==> config.mk <==
export PLATFORM = sky130hd
export DESIGN_NAME = lwe_decrypt
export DESIGN_NICKNAME = d
export VERILOG_FILES = /design/src/rtl/lwe_pkg.sv /design/src/rtl/lwe_round.sv /design/src/rtl/lwe_decrypt.sv
export SDC_FILE = /design/constraint.sdc
export NUM_CORES = 1
export LEC_CHECK = 0
export ABC_CLOCK_PERIOD_IN_PS = 6300
export CORE_MARGIN = 2
export CORE_UTILIZATION = 30
export CTS_CLUSTER_DIAMETER = 60
export DETAILED_ROUTE_END_ITERATION = 12
export SLEW_MARGIN = 20
export SYNTH_ARGS = -nofsm -noshare
export SYNTH_HDL_FRONTEND = slang
export SYNTH_SLANG_ARGS = --single-unit
==> constraint.sdc <==
create_clock -name clk -period 6.3 [get_ports clk]
set_clock_uncertainty 0.1 [all_clocks]
set_input_delay 1.26 -clock clk [delete_from_list [all_inputs] [get_ports clk]]
set_output_delay 1.26 -clock clk [all_outputs]
set_load 0.02 [all_outputs]
==> src/rtl/lwe_pkg.sv <==
// LWE decrypt shared types and defaults.
// Widths, moduli, rounding constant, FSM states.
package lwe_pkg;

  localparam int unsigned DEF_PW = 6;
  localparam int unsigned DEF_P  = 64;
  localparam int unsigned DEF_CW = 10;
  localparam int unsigned DEF_Q  = 1024;
  localparam int unsigned DEF_N  = 4;

  // Half a plaintext step in ciphertext units: q/(2p).
  localparam int unsigned DEF_RND = DEF_Q / (2 * DEF_P);

  typedef enum logic [1:0] {
    S_ACC  = 2'd0,
    S_BVAL = 2'd1,
    S_OUT  = 2'd2
  } state_e;

endpackage

==> src/rtl/lwe_round.sv <==
// Combinational LWE decode: x -> round(x * p / q) mod p.
// The add wraps in CW bits so x near q decodes to 0.
module lwe_round
  import lwe_pkg::*;
#(
  parameter int unsigned PW  = DEF_PW,
  parameter int unsigned CW  = DEF_CW,
  parameter int unsigned RND = DEF_RND
) (
  input  logic [CW-1:0] x,
  output logic [PW-1:0] m
);

  logic [CW-1:0] sum;

  always_comb begin
    sum = x + CW'(RND);
    m   = sum[CW-1:CW-PW];
  end

endmodule

==> src/rtl/lwe_decrypt.sv <==
// Streaming LWE decryption: MAC of a.s, then b - acc decode.
// Frame: n beats of a, one beat of b (in_last), one output.
module lwe_decrypt
  import lwe_pkg::*;
#(
  parameter int unsigned PLAINTEXT_MODULUS  = DEF_P,
  parameter int unsigned PLAINTEXT_WIDTH    = DEF_PW,
  parameter int unsigned CIPHERTEXT_MODULUS = DEF_Q,
  parameter int unsigned CIPHERTEXT_WIDTH   = DEF_CW,
  parameter int unsigned DIMENSION          = DEF_N
) (
  input  logic                                  clk,
  input  logic                                  rst,
  input  logic [DIMENSION*CIPHERTEXT_WIDTH-1:0] secret_key,
  input  logic                                  in_valid,
  output logic                                  in_ready,
  input  logic [CIPHERTEXT_WIDTH-1:0]           in_data,
  input  logic                                  in_last,
  output logic                                  out_valid,
  input  logic                                  out_ready,
  output logic [PLAINTEXT_WIDTH-1:0]            plaintext,
  output logic                                  err
);

  localparam int unsigned CW  = CIPHERTEXT_WIDTH;
  localparam int unsigned PW  = PLAINTEXT_WIDTH;
  localparam int unsigned N   = DIMENSION;
  localparam int unsigned IW  = (N > 1) ? $clog2(N) : 1;
  localparam int unsigned RND =
    CIPHERTEXT_MODULUS / (2 * PLAINTEXT_MODULUS);

  state_e        state_q, state_d;
  logic [CW-1:0] acc_q, acc_d;
  logic [IW-1:0] idx_q, idx_d;
  logic [PW-1:0] pt_q, pt_d;
  logic          err_q, err_d;

  logic [CW-1:0]   s_sel;
  logic [2*CW-1:0] prod;
  logic [CW-1:0]   x;
  logic [PW-1:0]   m;
  logic            unused_prod_hi;

  always_comb begin
    s_sel = '0;
    for (int i = 0; i < int'(N); i++) begin
      if (idx_q == IW'(i)) s_sel = secret_key[i*CW +: CW];
    end
  end

  // Full-width product; only the low CW bits matter mod q.
  assign prod = {{CW{1'b0}}, in_data} * {{CW{1'b0}}, s_sel};
  assign unused_prod_hi = ^prod[2*CW-1:CW];
  assign x = in_data - acc_q;

  lwe_round #(
    .PW  (PW),
    .CW  (CW),
    .RND (RND)
  ) u_round (
    .x (x),
    .m (m)
  );

  always_comb begin
    state_d   = state_q;
    acc_d     = acc_q;
    idx_d     = idx_q;
    pt_d      = pt_q;
    err_d     = err_q;
    in_ready  = (state_q != S_OUT);
    out_valid = (state_q == S_OUT);
    unique case (state_q)
      S_ACC: begin
        if (in_valid) begin
          if (in_last) begin
            // Early last: drop the beat and restart the frame.
            err_d = 1'b1;
            acc_d = '0;
            idx_d = '0;
          end else begin
            acc_d = acc_q + prod[CW-1:0];
            if (idx_q == IW'(N-1)) begin
              idx_d   = '0;
              state_d = S_BVAL;
            end else begin
              idx_d = idx_q + IW'(1);
            end
          end
        end
      end
      S_BVAL: begin
        if (in_valid) begin
          if (!in_last) err_d = 1'b1;
          pt_d    = m;
          state_d = S_OUT;
        end
      end
      S_OUT: begin
        if (out_ready) begin
          acc_d   = '0;
          idx_d   = '0;
          state_d = S_ACC;
        end
      end
      default: begin
        acc_d   = '0;
        idx_d   = '0;
        state_d = S_ACC;
      end
    endcase
  end

  always_ff @(posedge clk or posedge rst) begin
    if (rst) begin
      state_q <= S_ACC;
      acc_q   <= '0;
      idx_q   <= '0;
      pt_q    <= '0;
      err_q   <= 1'b0;
    end else begin
      state_q <= state_d;
      acc_q   <= acc_d;
      idx_q   <= idx_d;
      pt_q    <= pt_d;
      err_q   <= err_d;
    end
  end

  assign plaintext = pt_q;
  assign err       = err_q;

endmodule
==> flow_summary_export.csv <==
group,metric,value,unit
run_status,status,"finished clean",
grt,grt_pass1_vias,2793,
floorplan,ios,64,
final_layout,fill_cells,1100,
grt,grt_overflow_total,0,
setup_path,crit_path_top_delay_cell,"fa_1",
setup_path,critPathTopFamily,"adder cells",
route,antenna_left,0,
synthesis,synth_seq_cells,21,
sta,fin_crit,6060,ps
worst_hold_path,min_path_type,"flip-flop to flip-flop",
setup_path,cp-end-kind,"flip-flop",
setup_path,start_kind,"primary input",
sta,relSlewSlack,43.6,%
clock_tree,clock_sinks,21,
setup_path,criticalPathCategory,"primary input to flip-flop",
final_layout,diodes,0,
sta,setup_tns,0,ps
synthesis,syn_area,0.00332,sq mm
route,vias,2717,
route,routed_wl,7860,um
route,initialDrtViolationCount,55,
synthesis,yosysSeqAreaShare,15.8,%
clock_tree,cts_tree,"built",
grt,grt_max_degree,22,
clock_tree,clk_pin_slew,80,ps
final_layout,seqCellArea,526,sq um
placement,hpwl,6850,um
sta,slew_violations,0,
grt,antenna_found_initial,0,
setup_path,crit_top_cell,"fa_1",
setup_path,critPathBufInv,5,
sta,finalHoldViolCount,0,
route,route.detailed.drc,0,
synthesis,synth_ff_type,"dfrtp_1",
setup_path,worstPathArrival,6120,ps
floorplan,die_w,109,um
route,via_per_inst,4.57,
setup_path,critPathMaxFanout,5,
floorplan,die_h,109,um
placement,place.gp.congestion,0.820,
route,avgRoutedWirePerCell,13.2,um
run,drv_cap,0,
synthesis,synth_area_per_cell,8.87,sq um
placement,io_buffer_count,63,
clock_tree,clk_latency,270,ps
synthesis,synthArstFlopShare,100,%
final_layout,multi_input_area,0.00254,sq mm
setup_path,worstPathRequired,6360,ps
synthesis,synth_edf_count,0,
sta,clock.fmax,165,MHz
final_layout,drive_gt1_share,9.89,%
synthesis,syn_inst,375,
floorplan,placementRows,38,
sta,max_slew.worst_pin.slew,844,ps
floorplan,start_util,30.7,%
final_layout,fin_nets,588,
grt,grt_pass1_wl,13200,um
setup_path,cp_cell_sequence,"clkdlybuf4s50_1 -> nand3b_1 -> a211oi_2 -> buf_4 -> nand2_1 -> fa_1 -> inv_1 -> fa_1 -> ha_1 -> fa_1 -> inv_1 -> fa_1 -> inv_1 -> ha_1 -> o21a_1 -> o21ai_1 -> nand2b_1 -> a21oi_1 -> xnor2_1 -> a22o_1",
synthesis,synth_fp_nets,507,
clock_tree,cts_htree_levels,1,
synthesis,synth_cell_type_count,40,
clock_tree,cts_buffers,3,
clock_tree,cts.path.max_buffers,2,
route,firstDrtPassIters,4,
sta,finalCritPeriodShare,96.1,%
synthesis,yosys_warnings,0,
floorplan,core_area,0.0108,sq mm
final_layout,area_delta_synth_final,31.4,%
grt,grt_use_total,13.9,%
setup_path,max_stage_delay,540,ps
setup_path,rrSetupSlack,530,ps
clock_tree,cts-root-buf,"clkbuf_8",
floorplan,dieArea,0.0119,sq mm
sta,setup_viol,0,
-- stage by stage --
stage	area [sq um]	hold slack (ps)	setup WS, ps	std cells	utilization, %
final	4370	366	245	595	40.3
after CTS	4310	371	19.1	594	39.8
after global placement	4270	344	-225	590	39.4
after detailed placement	4270	351	-290	590	39.4
after global routing	4370	404	-7.44	595	40.3
after floorplan	3320	349	280	375	-
-- synth_stat cells (all sizes together), types with 4 or more instances --
cell type | instances | area share [%]
nor2 | 5 | 0.56
nor3b | 6 | 1.4
nor2b | 9 | 1.7
nand2 | 52 | 5.9
xor2 | 6 | 1.6
clkbuf | 4 | 0.45
and2 | 18 | 3.4
nand2b | 5 | 0.94
ha | 47 | 18
a22o | 9 | 2.4
a21o | 7 | 1.6
o21ai | 9 | 1.4
buf | 6 | 1.2
nand3b | 10 | 2.3
a21oi | 8 | 1.2
inv | 67 | 7.6
xnor2 | 24 | 6.5
a211oi | 10 | 3.2
dfrtp | 21 | 16
fa | 30 | 18
o22ai | 4 | 0.75
-- sequential cells by signal, indices dropped and copies added (netlist names) --
| signal | flops |
|---|---|
| acc_q | 10 |
| plaintext | 6 |
| idx_q | 2 |
| state_q | 2 |
| err | 1 |
-- placed cells by master, fill, tap and decap left out, types with 2 or more instances in the layout --
cell type        instances
clkdlybuf4s50_1         63
nand3b_1                10
nor2b_1                  9
buf_12                   2
inv_1                   66
o22ai_1                  4
o21a_1                   3
xor2_1                   6
dfrtp_1                 21
a22o_1                   9
nor3b_1                  5
a21oi_2                  2
fa_2                     2
clkbuf_8                 3
a211oi_1                 3
or3_1                    2
xnor2_1                 22
nand2_1                 51
a21o_1                   7
buf_4                   20
and2_1                  18
o21ai_0                  8
o31ai_1                  2
xnor2_2                  2
fa_1                    28
a211oi_2                 5
a211oi_4                 2
a21oi_1                  6
nand2b_1                 5
a31oi_1                  2
ha_1                    47
nor2_1                   5
-- kinds of logic (layout without fill, tap and decap cells) --
| kind of cell | count (synthesis) | count (layout) | share of synthesized area (%) |
|---|---|---|---|
| AOI/OAI and AO/OA | 59 | 59 | 13.5 |
| xor gates and xnor gates | 31 | 31 | 8.81 |
| adders and majority gates | 77 | 77 | 35.8 |
| buffers and inverters | 77 | 157 | 9.18 |
| DFF | 21 | 21 | 15.8 |
| and+or+nand+nor | 110 | 110 | 16.9 |
-- routing by layer --
layer / part of all wire (%) / vias to the layer above / global-route usage [%]
met2: 51 / 32 / 24.2
met4: 0.32 / 0 / 1.08
met5: 0 / - / 0
met1: 45 / 1309 / 18.8
met3: 3.4 / 5 / 2.21
li1: - / 1371 / -
-- worst reg2reg max path: stages, from the launching register on --
cell	delay [ps]
dfrtp_1	460
ha_1	540
buf_12	210
inv_2	50
o22ai_1	160
a31oi_1	60
buf_4	160
buf_4	140
and2_1	170
fa_1	510
ha_1	140
inv_1	50
fa_1	530
fa_1	460
fa_1	550
inv_1	40
ha_1	290
nor2b_1	130
o21a_1	180
o21ai_1	170
nand2b_1	90
a21oi_1	190
xnor2_1	90
a22o_1	200
-- cell type report --
class,instances,area share [%]
repair buffers,86,19.0
flip-flops and latches,21,12.0
multi-input cells,277,58.1
well taps,140,4.01
inverters,67,5.76
clock buffers,4,1.03
-- final timing paths --
| check | start | to | cells after the start |
|---|---|---|---|
| min in group asynchronous | rst | plaintext[3] | 2 |
| max in group asynchronous | rst | acc_q[3] | 2 |
| min reg2reg | err | err | 1 |
| max reg2reg | idx_q[0] | acc_q[9] | 23 |
| min | err | err | 1 |
| max | secret_key[3] | acc_q[9] | 20 |
-- repair_timing --
| item | CTS | global route |
|---|---|---|
| hold buffers | 0 | 0 |
| buffers inserted | 0 | 1 |
| resized for setup | 0 | 12 |
| endpoints found under the setup margin | 0 | 2 |
Power is not shown: default switching activity piles up to over one toggle a cycle in this logic, so the estimate is an artifact.
